<file path="src/rtl/axis_uart_frame_decoder.sv">
// Decodes framed packets (SOF, LEN, payload, XOR checksum) from the UART RX
// AXI-stream. Each received word is split into characters, and the payload
// is emitted as a byte-wide AXI-stream. tlast and the bad-frame flag (tuser)
// are attached to the final payload byte.
//
// Ports:
//   aclk, areset    clock, synchronous active-high reset
//   s_axis_*        packed characters from the transceiver; lane 0 arrives first
//   rx_error        transceiver parity/framing error pulse (any nonzero = error)
//   m_axis_*        payload characters; tuser is meaningful only with tlast
//   frame_ok_cnt    good frames, saturating
//   frame_err_cnt   bad frames plus illegal-LEN rejects, saturating
module axis_uart_frame_decoder #(
  parameter int unsigned AXI_DATA_WIDTH = 32,
  parameter int unsigned DATA_BITS      = 8,
  parameter int unsigned MAX_LEN        = 64,
  parameter int unsigned SOF            = 32'h7E
) (
  input  logic                      aclk,
  input  logic                      areset,
  input  logic [AXI_DATA_WIDTH-1:0] s_axis_tdata,
  input  logic                      s_axis_tvalid,
  output logic                      s_axis_tready,
  input  logic [1:0]                rx_error,
  output logic [DATA_BITS-1:0]      m_axis_tdata,
  output logic                      m_axis_tvalid,
  input  logic                      m_axis_tready,
  output logic                      m_axis_tlast,
  output logic                      m_axis_tuser,
  output logic [15:0]               frame_ok_cnt,
  output logic [15:0]               frame_err_cnt
);

  localparam int unsigned LANES  = AXI_DATA_WIDTH / DATA_BITS;
  localparam int unsigned LANE_W = (LANES > 1) ? $clog2(LANES) : 1;
  localparam int unsigned CNT_W  = 16;

  localparam logic [LANE_W-1:0]    LAST_LANE = LANE_W'(LANES - 1);
  localparam logic [DATA_BITS-1:0] SOF_B     = DATA_BITS'(SOF);
  localparam logic [DATA_BITS-1:0] MAX_B     = DATA_BITS'(MAX_LEN);
  localparam logic [CNT_W-1:0]     CNT_MAX   = '1;

  typedef enum logic [1:0] {
    ST_HUNT,
    ST_LEN,
    ST_PAYLOAD,
    ST_CHECK
  } state_e;

  state_e                    state_q, state_d;

  // Unpacker
  logic [AXI_DATA_WIDTH-1:0] word_q, word_d;
  logic                      full_q, full_d;
  logic [LANE_W-1:0]         lane_q, lane_d;

  // Frame context
  logic [DATA_BITS-1:0]      cnt_q, cnt_d;
  logic [DATA_BITS-1:0]      xor_q, xor_d;
  logic                      err_q, err_d;

  // One-deep holdback so tlast/tuser can join the final payload byte
  logic                      pend_vld_q, pend_vld_d;
  logic [DATA_BITS-1:0]      pend_q, pend_d;

  // Output register
  logic                      out_vld_q, out_vld_d;
  logic [DATA_BITS-1:0]      out_data_q, out_data_d;
  logic                      out_last_q, out_last_d;
  logic                      out_user_q, out_user_d;

  logic [CNT_W-1:0]          ok_cnt_q, ok_cnt_d;
  logic [CNT_W-1:0]          err_cnt_q, err_cnt_d;

  logic [DATA_BITS-1:0]      cur_byte_c;
  logic                      out_free_c;
  logic                      byte_acc_c;
  logic                      s_tready_c;
  logic                      word_acc_c;
  logic                      rx_err_c;
  logic                      bad_c;

  // Lane select for the character currently presented by the unpacker
  always_comb begin
    cur_byte_c = '0;
    for (int i = 0; i < LANES; i++) begin
      if (lane_q == LANE_W'(i)) begin
        cur_byte_c = word_q[i*DATA_BITS +: DATA_BITS];
      end
    end
  end

  // A byte can move only when the output register is free this cycle
  always_comb begin
    out_free_c = !out_vld_q || m_axis_tready;
    byte_acc_c = full_q && out_free_c;
    s_tready_c = !areset && (!full_q || (byte_acc_c && (lane_q == LAST_LANE)));
    word_acc_c = s_axis_tvalid && s_tready_c;
    rx_err_c   = |rx_error;
  end

  // Unpacker next state: refill on word acceptance, else step through lanes
  always_comb begin
    word_d = word_q;
    full_d = full_q;
    lane_d = lane_q;
    if (byte_acc_c) begin
      if (lane_q == LAST_LANE) begin
        full_d = 1'b0;
      end else begin
        lane_d = lane_q + LANE_W'(1);
      end
    end
    if (word_acc_c) begin
      word_d = s_axis_tdata;
      full_d = 1'b1;
      lane_d = '0;
    end
  end

  // Frame FSM, holdback and output register next state
  always_comb begin
    state_d    = state_q;
    cnt_d      = cnt_q;
    xor_d      = xor_q;
    err_d      = err_q;
    pend_vld_d = pend_vld_q;
    pend_d     = pend_q;
    out_vld_d  = out_vld_q;
    out_data_d = out_data_q;
    out_last_d = out_last_q;
    out_user_d = out_user_q;
    ok_cnt_d   = ok_cnt_q;
    err_cnt_d  = err_cnt_q;
    bad_c      = 1'b0;

    if (out_vld_q && m_axis_tready) begin
      out_vld_d = 1'b0;
    end

    // Transceiver errors taint the frame anywhere past SOF
    if ((state_q != ST_HUNT) && rx_err_c) begin
      err_d = 1'b1;
    end

    case (state_q)
      ST_HUNT: begin
        if (byte_acc_c && (cur_byte_c == SOF_B)) begin
          err_d   = 1'b0;
          state_d = ST_LEN;
        end
      end

      ST_LEN: begin
        if (byte_acc_c) begin
          if ((cur_byte_c == '0) || (cur_byte_c > MAX_B)) begin
            err_cnt_d = (err_cnt_q == CNT_MAX) ? err_cnt_q : err_cnt_q + CNT_W'(1);
            state_d   = ST_HUNT;
          end else begin
            cnt_d   = cur_byte_c;
            xor_d   = cur_byte_c;
            state_d = ST_PAYLOAD;
          end
        end
      end

      ST_PAYLOAD: begin
        if (byte_acc_c) begin
          xor_d = xor_q ^ cur_byte_c;
          cnt_d = cnt_q - DATA_BITS'(1);
          if (pend_vld_q) begin
            out_vld_d  = 1'b1;
            out_data_d = pend_q;
            out_last_d = 1'b0;
            out_user_d = 1'b0;
          end
          pend_d     = cur_byte_c;
          pend_vld_d = 1'b1;
          if (cnt_q == DATA_BITS'(1)) begin
            state_d = ST_CHECK;
          end
        end
      end

      ST_CHECK: begin
        if (byte_acc_c) begin
          bad_c      = err_q || rx_err_c || (xor_q != cur_byte_c);
          out_vld_d  = 1'b1;
          out_data_d = pend_q;
          out_last_d = 1'b1;
          out_user_d = bad_c;
          pend_vld_d = 1'b0;
          if (bad_c) begin
            err_cnt_d = (err_cnt_q == CNT_MAX) ? err_cnt_q : err_cnt_q + CNT_W'(1);
          end else begin
            ok_cnt_d = (ok_cnt_q == CNT_MAX) ? ok_cnt_q : ok_cnt_q + CNT_W'(1);
          end
          state_d = ST_HUNT;
        end
      end

      default: state_d = ST_HUNT;
    endcase
  end

  // State registers
  always_ff @(posedge aclk) begin
    if (areset) begin
      state_q    <= ST_HUNT;
      word_q     <= '0;
      full_q     <= 1'b0;
      lane_q     <= '0;
      cnt_q      <= '0;
      xor_q      <= '0;
      err_q      <= 1'b0;
      pend_vld_q <= 1'b0;
      pend_q     <= '0;
      out_vld_q  <= 1'b0;
      out_data_q <= '0;
      out_last_q <= 1'b0;
      out_user_q <= 1'b0;
      ok_cnt_q   <= '0;
      err_cnt_q  <= '0;
    end else begin
      state_q    <= state_d;
      word_q     <= word_d;
      full_q     <= full_d;
      lane_q     <= lane_d;
      cnt_q      <= cnt_d;
      xor_q      <= xor_d;
      err_q      <= err_d;
      pend_vld_q <= pend_vld_d;
      pend_q     <= pend_d;
      out_vld_q  <= out_vld_d;
      out_data_q <= out_data_d;
      out_last_q <= out_last_d;
      out_user_q <= out_user_d;
      ok_cnt_q   <= ok_cnt_d;
      err_cnt_q  <= err_cnt_d;
    end
  end

  assign s_axis_tready = s_tready_c;
  assign m_axis_tdata  = out_data_q;
  assign m_axis_tvalid = out_vld_q;
  assign m_axis_tlast  = out_last_q;
  assign m_axis_tuser  = out_user_q;
  assign frame_ok_cnt  = ok_cnt_q;
  assign frame_err_cnt = err_cnt_q;

endmodule

</file>
<file path="config.mk">
export PLATFORM = sky130hd
export DESIGN_NAME = axis_uart_frame_decoder
export DESIGN_NICKNAME = d
export VERILOG_FILES = /design/src/rtl/axis_uart_frame_decoder.sv
export SDC_FILE = /design/constraint.sdc
export NUM_CORES = 1
export LEC_CHECK = 0
export ABC_AREA = 1
export CAP_MARGIN = 15
export CORE_MARGIN = 10
export CORE_UTILIZATION = 25
export DETAILED_ROUTE_END_ITERATION = 12
export GPL_TIMING_DRIVEN = 0
export SYNTH_ARGS = -nofsm -noshare
export SYNTH_HDL_FRONTEND = slang
export SYNTH_SLANG_ARGS = --single-unit
</file>
<file path="constraint.sdc">
create_clock -name aclk -period 2.04 [get_ports aclk]
set_input_delay 0.612 -clock aclk [delete_from_list [all_inputs] [get_ports aclk]]
set_output_delay 0.612 -clock aclk [all_outputs]
set_load 0.02 [all_outputs]
</file>
==> summary.txt <==
Run status
  – Status: complete, but fails checks
  – Violated checks: setup timing

Clock tree
  – Clk sinks: 106
  – H-tree levels: 3
  – Largest buffer count on any clock path: 2
  – Worst skew pair latency: 0.35 ns
  – Hold_buf cts: 0
  – Clock root cell: clkbuf_16
  – CTS tree: yes
  – Num CTS Buffers: 9
  – Worst-path clk slew: 0.08 ns

Synth
  – Leading area contributor after synthesis: dfxtp_1
  – Mapped Area: 5670 um2
  – Synthesis-stage register bit count: 106
  – Cell count after synthesis: 813
  – Commonest cells in the synthesized netlist: nand2_1, dfxtp_1, nand3_1
  – Syn avg cell area: 6.98 um2
  – Seq/Total Area, Yosys: 0.374
  – Synth Warn #: 0
  – EDFF count, synth: 0
  – Most common cell in the netlist: nand2_1
  – Primary FF master, synth: dfxtp_1
  – Post-synth top area share: 0.374
  – Ranking of synthesized cells by area: dfxtp_1, nand2_1, nand3_1
  – Async SR Flop Fraction: 0
  – Net Count, Synth: 859
  – Synth unique cells: 33

Route
  – Routed Antenna Nets: 0
  – Avg WL per Cell: 14.0 um
  – Drt first pass iters: 5
  – Routed WL: 17200 um
  – Vias per cell: 4.66
  – # DRC: 0
  – Starting DRT DRC Count: 412
  – Routed vias: 5749

Critical path
  – Startpoint types: flip-flop
  – CP endpoint kind: flip-flop
  – Worst-path maximum fanout: 10
  – CP required: 2.27 ns
  – WP data arrival: 2.51 ns
  – CP Class: flip-flop to flip-flop

STA
  – Setup violations, final: 49
  – Worst Tran Pin Value: 0.755 ns
  – RSZ-0062 raised after global routing: yes
  – Fmax: 0.440 GHz
  – Final Cycle Share: 1.11
  – Fin crit period: 2.27 ns
  – Worst setup slack after layout: -0.232 ns
  – Slew HR: 0.497
  – Clk_skew: 0.0123 ns
  – Fin. max-slew vios: 0
  – Endpoints failing hold: 0

Cells and area
  – Area of the multi-input gates: 3430 um2
  – Antenna diode instance count: 0
  – Share of cells above drive strength 1: 0.217
  – Final net count: 989
  – Layout area overhead: 40.6%
  – Fillers: 2336
  – Register area: 2130 um2

Floorplanning
  – Initial core utilization: 0.252
  – Core Rows: 55
  – Die ar.: 29100 um2
  – Die Wd: 171 um
  – Die Y: 171 um
  – Core box area: 22500 um2
  – Top Ports: 82

Global route
  – Global route overflow: 0
  – First-pass GRT wire length: 27500 um
  – Initial antenna violation count: 0
  – GRT Total Usage: 0.115
  – Largest net degree at the start of global routing: 18
  – Vias in the first global route: 5438

Pwr
  – Power Total: 0.00545 W
  – Peak supply drop: 0.375 mV
  – Leakage power: 3.25 nW
  – Power per cell area: 683 nW/um2

Place
  – Pre-CTS WS: -1.20 ns
  – Gpl congestion: 0.880
  – PortBufs: 79
  – Dpl hpwl: 12500 um

Flow run
  – Max-Cap Viols: 0

Min path
  – Classification of the worst-slack hold path: flip-flop to flip-flop
-- kinds of logic (layout without fill, tap and decap cells) --
logic type | after synthesis | after routing | synth area share
and+or+nand+nor | 422 | 422 | 0.351
AOI/OAI and AO/OA | 128 | 128 | 0.122
buffers and inverters | 122 | 257 | 0.0931
DFF | 106 | 106 | 0.374
xor gates and xnor gates | 27 | 27 | 0.0417
adders and majority gates | 8 | 8 | 0.0176
-- registers in the layout, summed over array words and instances (netlist names), named ones only --
register and cells:
frame_err_cnt 16, m_axis_tvalid 1, pend_vld_q 1, lane_q 2, frame_ok_cnt 16, m_axis_tlast 1, xor_q 8, state_q 1
m_axis_tuser 1, m_axis_tdata 8, word_q 32, pend_q 8, cnt_q 8, err_q 1, full_q 1
-- cell type report --
type / instances / share of cell area
tap: 285 / 0.0447
sequential: 106 / 0.267
timing repair buffer: 121 / 0.149
buffer: 38 / 0.0336
multi-input combinational: 585 / 0.430
clock inverter: 6 / 0.00502
inverter: 82 / 0.0403
clock buffer: 10 / 0.0300
-- cell usage in the layout (no fill, tap or decap), types with 3 or more instances in the layout --
| master | synthesis | routed |
|---|---|---|
| nor2_2 | 3 | 4 |
| xnor2_1 | 8 | 8 |
| clkinv_2 | 0 | 4 |
| clkbuf_1 | 24 | 18 |
| o21ai_2 | 0 | 3 |
| nand3_2 | 7 | 14 |
| clkbuf_16 | 0 | 10 |
| inv_2 | 6 | 9 |
| nand2_2 | 13 | 30 |
| nor4_1 | 3 | 3 |
| a21oi_1 | 67 | 51 |
| dfxtp_1 | 106 | 103 |
| a21oi_2 | 13 | 20 |
| clkdlybuf4s50_1 | 0 | 55 |
| nand3_4 | 3 | 4 |
| buf_2 | 5 | 3 |
| o21ai_0 | 44 | 42 |
| buf_4 | 2 | 34 |
| a21oi_4 | 0 | 9 |
| nor3_1 | 11 | 10 |
| nand3b_1 | 4 | 4 |
| xor2_1 | 19 | 19 |
| inv_1 | 74 | 68 |
| ha_1 | 8 | 4 |
| buf_6 | 6 | 12 |
| clkbuf_2 | 0 | 4 |
| nand4_1 | 36 | 36 |
| ha_4 | 0 | 4 |
| nor2_4 | 4 | 10 |
| dlygate4sd2_1 | 0 | 12 |
| dlymetal6s2s_1 | 0 | 10 |
| nand3_1 | 93 | 85 |
| nor2_1 | 67 | 60 |
| nand2_4 | 0 | 9 |
| buf_8 | 1 | 3 |
| buf_12 | 0 | 3 |
| nand2_1 | 176 | 150 |
-- routing by layer --
layer | vias to the layer above | track usage | routed length, um
met5 | - | 0 | 0
met4 | 0 | 0.0259 | 201
met3 | 18 | 0.0295 | 1100
met2 | 143 | 0.184 | 7870
met1 | 2639 | 0.151 | 8050
li1 | 2949 | - | -
-- worst max-delay path: stages (launching register included) --
cell and delay, ns:
dfxtp_4 0.40, inv_4 0.06, ha_4 0.17, buf_12 0.15, a21oi_4 0.17, buf_6 0.13
a21oi_4 0.07, nor2_4 0.13, nand4_1 0.15, nand3_4 0.16, nand2_4 0.09, buf_6 0.15
clkbuf_16 0.15, a21oi_1 0.11, nor2_1 0.06
-- through the flow --
step	area [um2]	hold WS (ns)	instances	util	setup TNS, ns
floorplan	5680	0.430	813	-	0
global placement	6830	0.440	1177	0.303	-59.60
detailed placement	6830	0.448	1177	0.303	-60.50
CTS	7600	0.461	1224	0.338	-8.81
global route	7980	0.488	1233	0.354	-14.74
finish	7980	0.459	1233	0.354	-8.25
-- path summary, 6_finish.rpt --
| check | startpoint | to | slack [ns] | cells after the start |
|---|---|---|---|---|
| setup / recovery | lane_q[0] | cnt_q[4] | -0.23 | 14 |
| setup reg to reg | lane_q[0] | cnt_q[4] | -0.23 | 14 |
| hold / removal | pend_q[2] | m_axis_tdata[2] | 0.46 | 2 |
| hold reg to reg | pend_q[2] | m_axis_tdata[2] | 0.46 | 2 |
-- where the power goes --
group / internal [W] / switching (W)
registers: 0.00218 / 0.0000881
clock network: 0.000863 / 0.000802
logic: 0.000632 / 0.000889
-- timing repair --
action,in CTS,in global routing
cloned,3,3
setup buffers,29,8
endpoints found under the hold margin,0,0
resized for setup,90,93
setup endpoints to repair,113,92
pin swaps,25,54
(Power assumes the default switching activity.)
